**src/rtl/fetch_ctrl_if.sv**
```systemverilog
// rtl/fetch_ctrl_if.sv - SRAM-like instruction bus between fetch_ctrl and memory
interface fetch_ctrl_if;
    logic        inst_req;
    logic [31:0] inst_addr;
    logic        inst_addr_ok;
    logic        inst_data_ok;
    logic [31:0] inst_rdata;

    modport master (
        output inst_req,
        output inst_addr,
        input  inst_addr_ok,
        input  inst_data_ok,
        input  inst_rdata
    );

    modport slave (
        input  inst_req,
        input  inst_addr,
        output inst_addr_ok,
        output inst_data_ok,
        output inst_rdata
    );
endinterface

```
**src/rtl/fetch_ctrl.sv**
```systemverilog
// rtl/fetch_ctrl.sv - instruction-fetch sequencer with redirect and in-flight kill
module fetch_ctrl #(
    parameter logic [31:0] RESET_PC = 32'hbfc00000,
    parameter logic [31:0] EXC_VEC  = 32'hbfc00380
) (
    input  logic        clk,
    input  logic        resetn,
    input  logic        exception,
    input  logic        br_take,
    input  logic [31:0] br_target,
    input  logic        eret,
    input  logic [31:0] epc,
    input  logic        stall,
    fetch_ctrl_if.master bus,
    output logic        if_valid,
    output logic [31:0] if_pc,
    output logic [31:0] if_inst
);
    typedef enum logic [1:0] {S_IDLE, S_REQ, S_WAIT, S_HOLD} state_t;

    state_t      state, state_n;
    logic [31:0] fetch_pc, fetch_pc_n;
    logic [31:0] kill_pc, kill_pc_n;
    logic        kill, kill_n;
    logic        kill_exc, kill_exc_n;
    logic        if_valid_n;
    logic [31:0] if_pc_n, if_inst_n;
    logic        req;

    logic        redirect;
    logic [31:0] redirect_pc;
    logic        take_redirect;
    logic [31:0] kill_target;

    assign bus.inst_req  = req;
    assign bus.inst_addr = fetch_pc;

    always_comb begin
        redirect    = exception | br_take | eret;
        redirect_pc = exception ? EXC_VEC : (br_take ? br_target : epc);
        // A pending exception kill cannot be displaced by a later branch or eret
        take_redirect = redirect && (exception || !kill || !kill_exc);
        kill_target   = take_redirect ? redirect_pc : kill_pc;

        state_n    = state;
        fetch_pc_n = fetch_pc;
        kill_n     = kill;
        kill_exc_n = kill_exc;
        kill_pc_n  = kill_pc;
        if_valid_n = if_valid;
        if_pc_n    = if_pc;
        if_inst_n  = if_inst;
        req        = 1'b0;

        case (state)
            S_IDLE: begin
                if (redirect) fetch_pc_n = redirect_pc;
                state_n = S_REQ;
            end
            S_REQ: begin
                req = 1'b1;
                if (redirect) kill_n = 1'b1;
                if (take_redirect) begin
                    kill_pc_n  = redirect_pc;
                    kill_exc_n = exception;
                end
                if (bus.inst_addr_ok) state_n = S_WAIT;
            end
            S_WAIT: begin
                if (redirect) kill_n = 1'b1;
                if (take_redirect) begin
                    kill_pc_n  = redirect_pc;
                    kill_exc_n = exception;
                end
                if (bus.inst_data_ok) begin
                    if (kill || redirect) begin
                        fetch_pc_n = kill_target;
                        kill_n     = 1'b0;
                        kill_exc_n = 1'b0;
                    end else begin
                        if_inst_n  = bus.inst_rdata;
                        if_pc_n    = fetch_pc;
                        if_valid_n = 1'b1;
                        fetch_pc_n = fetch_pc + 32'd4;
                    end
                    state_n = (kill || redirect) ? S_REQ : S_HOLD;
                end
            end
            S_HOLD: begin
                if (redirect) begin
                    if_valid_n = 1'b0;
                    fetch_pc_n = redirect_pc;
                    state_n    = S_REQ;
                end else if (!stall) begin
                    if_valid_n = 1'b0;
                    state_n    = S_REQ;
                end
            end
            default: state_n = S_IDLE;
        endcase
    end

    always_ff @(posedge clk) begin
        if (!resetn) begin
            state    <= S_IDLE;
            fetch_pc <= RESET_PC;
            kill     <= 1'b0;
            kill_exc <= 1'b0;
            kill_pc  <= 32'd0;
            if_valid <= 1'b0;
            if_pc    <= 32'd0;
            if_inst  <= 32'd0;
        end else begin
            state    <= state_n;
            fetch_pc <= fetch_pc_n;
            kill     <= kill_n;
            kill_exc <= kill_exc_n;
            kill_pc  <= kill_pc_n;
            if_valid <= if_valid_n;
            if_pc    <= if_pc_n;
            if_inst  <= if_inst_n;
        end
    end
endmodule

```
**src/flat_wrapper.sv**
```systemverilog
// flat-port wrapper written by rule: the top's interface ports become plain ports
module fetch_ctrl_flat 
#(
    parameter logic [31:0] RESET_PC = 32'hbfc00000,
    parameter logic [31:0] EXC_VEC  = 32'hbfc00380
)
  (clk, resetn, exception, br_take, br_target, eret, epc, stall, if_valid, if_pc, if_inst, bus_inst_req, bus_inst_addr, bus_inst_addr_ok, bus_inst_data_ok, bus_inst_rdata);
  fetch_ctrl_if bus_i ();
  input  logic clk;
  input  logic resetn;
  input  logic exception;
  input  logic br_take;
  input  logic [31:0] br_target;
  input  logic eret;
  input  logic [31:0] epc;
  input  logic stall;
  output logic if_valid;
  output logic [31:0] if_pc;
  output logic [31:0] if_inst;
  output wire logic [$bits(bus_i.inst_req)-1:0] bus_inst_req;
  output wire logic [$bits(bus_i.inst_addr)-1:0] bus_inst_addr;
  input wire logic [$bits(bus_i.inst_addr_ok)-1:0] bus_inst_addr_ok;
  input wire logic [$bits(bus_i.inst_data_ok)-1:0] bus_inst_data_ok;
  input wire logic [$bits(bus_i.inst_rdata)-1:0] bus_inst_rdata;
  assign bus_inst_req = bus_i.inst_req;
  assign bus_inst_addr = bus_i.inst_addr;
  assign bus_i.inst_addr_ok = bus_inst_addr_ok;
  assign bus_i.inst_data_ok = bus_inst_data_ok;
  assign bus_i.inst_rdata = bus_inst_rdata;
  fetch_ctrl #(.RESET_PC(RESET_PC), .EXC_VEC(EXC_VEC)) u_core (.clk(clk), .resetn(resetn), .exception(exception), .br_take(br_take), .br_target(br_target), .eret(eret), .epc(epc), .stall(stall), .bus(bus_i), .if_valid(if_valid), .if_pc(if_pc), .if_inst(if_inst));
endmodule
```
**config.mk**
```make
export PLATFORM = sky130hd
export DESIGN_NAME = fetch_ctrl_flat
export DESIGN_NICKNAME = d
export VERILOG_FILES = /design/src/rtl/fetch_ctrl_if.sv /design/src/rtl/fetch_ctrl.sv /design/src/flat_wrapper.sv
export SDC_FILE = /design/constraint.sdc
export NUM_CORES = 1
export LEC_CHECK = 0
export BUFFER_PORTS_ARGS = -buffer_cell sky130_fd_sc_hd__buf_2
export CAP_MARGIN = 25
export CORE_UTILIZATION = 40
export CTS_CLUSTER_SIZE = 28
export DETAILED_ROUTE_END_ITERATION = 7
export PLACE_DENSITY = 0.75
export REMOVE_ABC_BUFFERS = 1
export SETUP_SLACK_MARGIN = 0.4
export SYNTH_ARGS = -nofsm -noshare
export SYNTH_HDL_FRONTEND = slang
export SYNTH_SLANG_ARGS = --single-unit
export TNS_END_PERCENT = 1
```
**constraint.sdc**
```tcl
create_clock -name clk -period 5.68 [get_ports clk]
set_clock_uncertainty 0.2 [all_clocks]
set_input_delay 1.136 -clock clk [delete_from_list [all_inputs] [get_ports clk]]
set_output_delay 1.136 -clock clk [all_outputs]
set_load 0.02 [all_outputs]
```
# [Word level (Yosys, flattened, before mapping)]
# Index checks and enable logic that the tools add are counted.
[classes] n_addsub=1 n_eq_ne=8 muxes=27 n_bitwise=3 n_reduce_logical=16
[ops] cell="2-to-1 mux 32 bit" count=6
[ops] cell="one-hot mux 32 bit (2 select lines)" count=1
[ops] cell="adder 32 x 3 -> 32 bit, second input constant" count=1
[ops] cell="2-to-1 mux 1 bit" count=11
[ops] cell="2-to-1 mux 2 bit" count=5
[ops] cell="AND reduction 3 bit" count=3
[ops] cell="one-hot mux 2 bit (4 select lines)" count=1
[ops] cell="!= test 2 bit, second input constant" count=3
[ops] cell="one-hot mux 1 bit (2 select lines)" count=3
[ops] cell="nonzero test 2 bit" count=3
[ops] cell="== test 2 bit, second input constant" count=2
[ops] cell="AND reduction 4 bit" count=1
[ops] cell="OR reduction 2 bit" count=2
[ops] cell="logical OR 1 bit" count=3
[ops] cell="!= test 3 x 2 -> 1 bit, second input constant" count=1
[ops] cell="== test 2 x 1 -> 1 bit, second input constant" count=1
[ops] cell="zero test 1 bit" count=2
[ops] cell="zero test 2 bit" count=1
[ops] cell="!= test 2 x 1 -> 1 bit, second input constant" count=1
[ops] cell="OR 1 bit" count=2
[ops] cell="logical AND 1 bit" count=1
[ops] cell="NOT 1 bit" count=1
[word_totals] reg_bits=133 in_bits=104

# [Logic depth before layout (Yosys ltp)]
[logic_depth] word_depth=8 ltp_mapped=9

# [Least setup slack after synthesis]
# No wires, ideal clock.
[synth_timing] path_type="input to register" from="input exception" to="register u_core.fetch_pc[12], in the netlist u_core.bus.inst_addr[12]" arrival_time_ns=2.460 t_required_ns=5.348 setup_slack_ns=2.888 stages=6 cell_sequence="or4_1 > buf_2 > clkbuf_1 > and3_1 > o31ai_1 > a21oi_1"
[synth_via] elab_chain_len=7
[synth_rtl] item="from (decl)" line="flat_wrapper.sv:11" source="input logic exception;"
[synth_rtl] item="OR 1 bit / logical OR 1 bit (equally long branches) (2 in a row)" line="fetch_ctrl.sv:39, fetch_ctrl.sv:42"
[synth_rtl] item="logical AND 1 bit" line="fetch_ctrl.sv:42" source="take_redirect = redirect && (exception || !kill || !kill_exc);"
[synth_rtl] item="2-to-1 mux 32 bit"
[synth_rtl] item="2-to-1 mux 32 bit" line="fetch_ctrl.sv:76" source="if (kill || redirect) begin"
[synth_rtl] item="2-to-1 mux 32 bit" line="fetch_ctrl.sv:75" source="if (bus.inst_data_ok) begin"
[synth_rtl] item="one-hot mux 32 bit (2 select lines)" line="fetch_ctrl.sv:55" source="case (state)"
[synth_rtl] item="to (signal assigned)" line="fetch_ctrl.sv:115" source="fetch_pc <= fetch_pc_n;"
[synth_rtl] item="to (decl)" line="fetch_ctrl.sv:22" source="logic [31:0] fetch_pc, fetch_pc_n;"
# Parallel ways exist; a longest one is shown, timed or not. The select of a mux whose other input is x is not followed.
# A chain may end at the register's enable or synchronous reset.

# [Worst setup path after layout]
[layout_timing] from="input exception" to="register u_core.fetch_pc[30], in the netlist u_core.bus.inst_addr[30]"
# The elaborated chain is that of the path after synthesis.

==> flow_metrics.py <==
metrics = {
    "route": {
        "dr.pass1.iters": 5,
        "viasPerCell": 5.50,
        "ant_nets": 0,
        "routed_wirelength_um": 19500,
        "wl_per_cell_um": 15.6,
        "drc": 0,
        "num_vias": 6888,
        "drtIter0Drc": 650,
    },
    "cts": {
        "numCtsBuffers": 17,
        "worstSkewPairLatency_ns": 0.42,
        "htreeDepth": 4,
        "cts_resized": 0,
        "cts_buffer_depth": 2,
        "cts.sinks": 133,
        "post_cts_buffers": 0,
        "clkTransAtPathRegs_ns": 0.05,
        "cts_tree": "built",
        "cts-hold-fix-buffers": 0,
        "clock-root-buffer": "clkbuf_16",
    },
    "critical_path": {
        "start_kind": "input pin",
        "worst-endpoint-required_ns": 5.73,
        "worstPathArrival_ns": 3.43,
        "critPathMaxFanout": 40,
        "end_kind": "flip-flop",
        "critPathKind": "input pin to flip-flop",
    },
    "sta": {
        "setup_viol": 0,
        "slew_headroom_pct": 36.6,
        "hold_viol": 0,
        "fmax_mhz": 296,
        "drv_slew": 0,
        "final.setup.tns_ns": 0,
        "grt_setup_unrepaired": "no",
        "fin_crit_sh_pct": 59.5,
        "layout_min_cycle_time_ns": 3.38,
        "layout_setup_ws_ns": 2.30,
        "tightest_slew_ns": 0.944,
    },
    "synthesis": {
        "yosysWarningCount": 0,
        "synth_most_common_cell": "nand2_1",
        "synth.top_cell.area_share_pct": 40.6,
        "seq_area_frac_synth_pct": 40.6,
        "synth-edff-count": 0,
        "ys_ff_latch": 133,
        "synth_top_area_cell": "dfxtp_1",
        "synth_cells": 858,
        "postSynthAreaPerCell_um2": 7.63,
        "synthFlopType": "dfxtp_1",
        "yosys-top-cells-area": "dfxtp_1, nand2_1, a21oi_1, a211oi_1, mux2i_1",
        "yosys-top-cells-count": "nand2_1, dfxtp_1, a21oi_1, nor2_1, clkbuf_1",
        "ys_async_sr_fraction_pct": 0,
        "synth.distinct_cells": 62,
        "synthesis.area_mm2": 0.00655,
    },
    "power": {
        "power_frac_comb_pct": 14.1,
        "seq_power_share_pct": 42.4,
        "leakage_uw": 0.00335,
        "ir_worst_vdd_mv": 0.219,
        "swShare_pct": 27.8,
        "power_frac_clock_pct": 43.5,
        "power_density_mw_per_mm2": 298,
        "p_int_uw": 1770,
        "power.switching_uw": 680,
    },
    "final_layout": {
        "stdcell_count": 1252,
        "postLayoutCellArea_mm2": 0.00823,
        "fin_nets": 1130,
        "final_layout_size_suffix_gt1_share_pct": 25.3,
        "syn_to_final_growth_pct": 25.7,
    },
    "die": {
        "pin_count": 202,
        "num_rows": 46,
        "coreArea_mm2": 0.0159,
        "dieArea_mm2": 0.0169,
        "die_w_um": 130,
        "initial_core_util_pct": 41.1,
        "die_h_um": 130,
    },
    "placed_design": {
        "gp_congestion": 0.895,
        "dp.cells": 1219,
        "port_buffers": 201,
        "dpl_cell_area_mm2": 0.00766,
        "place_worst_setup_slack_ns": 1.94,
        "dp_hpwl_um": 13600,
    },
    "global_routing": {
        "grt_max_degree": 91,
        "grt_pass1_vias": 5833,
        "track_usage_pct": 22.8,
        "grt_pass1_wl_um": 29900,
        "grt.overflow.total": 0,
        "antenna_found_initial": 1,
    },
    "flow_run": {
        "max_cap_violations": 0,
    },
    "min_path": {
        "worst_hold_path_type": "flip-flop to flip-flop",
    },
    "status": {
        "outcome": "finished clean",
    },
}
## final timing paths
check | cells past startpoint | slack [ns] | to | startpoint
setup / recovery | 7 | 2.30 | u_core.bus.inst_addr[30]$_SDFFE_PN0P_ | exception
hold / removal | 2 | 0.25 | u_core.if_pc[24]$_SDFFE_PN0P_ | u_core.if_pc[24]$_SDFFE_PN0P_
hold reg to reg | 2 | 0.25 | u_core.if_pc[24]$_SDFFE_PN0P_ | u_core.if_pc[24]$_SDFFE_PN0P_
setup reg to reg | 7 | 2.38 | u_core.bus.inst_addr[30]$_SDFFE_PN0P_ | u_core.state[0]$_SDFFE_PN0P_
## metal layers
layer	wire length (µm)	track usage (%)	up-vias
met2	8940	36.4	337
met1	8700	30.5	3123
met4	382	8.21	0
met3	1500	4.80	35
li1	-	-	3393
met5	0	0	-
## stage by stage
stage	total power (µW)	util, %	hold slack, ns
after floorplan	1240	-	0.232
after global routing	2550	51.6	0.265
after CTS	2460	51.6	0.251
final	2450	51.6	0.250
after detailed placement	1400	48.0	0.243
after global placement	1390	48.0	0.239
## cells by family (layout without fill, tap and decap cells)
kind of cell             Yosys count  after routing  share of synthesized area (%)
AO/OA/AOI/OAI                    237            237                           22.3
XOR/XNOR                           6              6                          0.802
adder cells (fa/ha/maj)            4              4                          0.764
buffers and inverters             79            256                           4.99
flip-flops                       133            133                           40.6
multiplexers                      23             23                           3.55
other                              0              1                              0
AND/OR/NAND/NOR                  376            376                           27.0
## sequential cells by signal (all words and copies together), names as in the netlist
| register | count |
|---|---|
| u_core.bus.inst_addr | 32 |
| u_core.if_inst | 32 |
| u_core.if_pc | 32 |
| u_core.kill_pc | 32 |
| u_core.state | 2 |
| u_core.if_valid | 1 |
| u_core.kill | 1 |
| u_core.kill_exc | 1 |
## critical path, stage by stage
cell and delay [ns]:
buf_2 0.18, buf_4 0.29, nor2_1 0.68, nand2_1 0.42
o31ai_1 0.47, a311o_1 0.18, a221oi_1 0.07
## layout by cell type, fill, tap and decap left out, types with 4 or more instances in the layout
master and count:
o211ai_1 9, nor3_1 28, and3_1 9, and4_1 6, o21ai_0 26, mux2i_1 21
nor2b_1 15, o22ai_1 5, dfxtp_1 133, a2bb2oi_1 4, or3_1 5, nand4_1 19
buf_2 201, nand2_1 198, clkinv_2 7, nand3_1 12, nor2_1 52, a311oi_1 4
o31ai_1 6, buf_4 15, a31oi_1 15, a211oi_1 28, inv_1 7, clkbuf_16 17
a21oi_1 111, xor2_1 4, ha_1 4, nor4_1 7
## final cells by class
class	instances	area [µm²]
Antenna cell	1	2.50
Clock buffer	22	464
Clock inverter	10	105
Fill cell	1562	7710
Inverter	8	31.3
Multi-Input combinational cell	646	3580
Sequential cell	133	2660
Tap cell	216	270
Timing Repair Buffer	216	1120
## power by group through the flow
| stage | clock, µW | sequential [µW] | combinational, µW |
|---|---|---|---|
| 4_1_cts | 1080 | 1040 | 343 |
| 2_1_floorplan | 0 | 1070 | 176 |
| 5_1_grt | 1120 | 1040 | 379 |
| 3_3_place_gp | 0 | 1060 | 336 |
| 6_report | 1060 | 1040 | 346 |
| 3_5_place_dp | 0 | 1060 | 341 |
(Power assumes the default switching activity.)
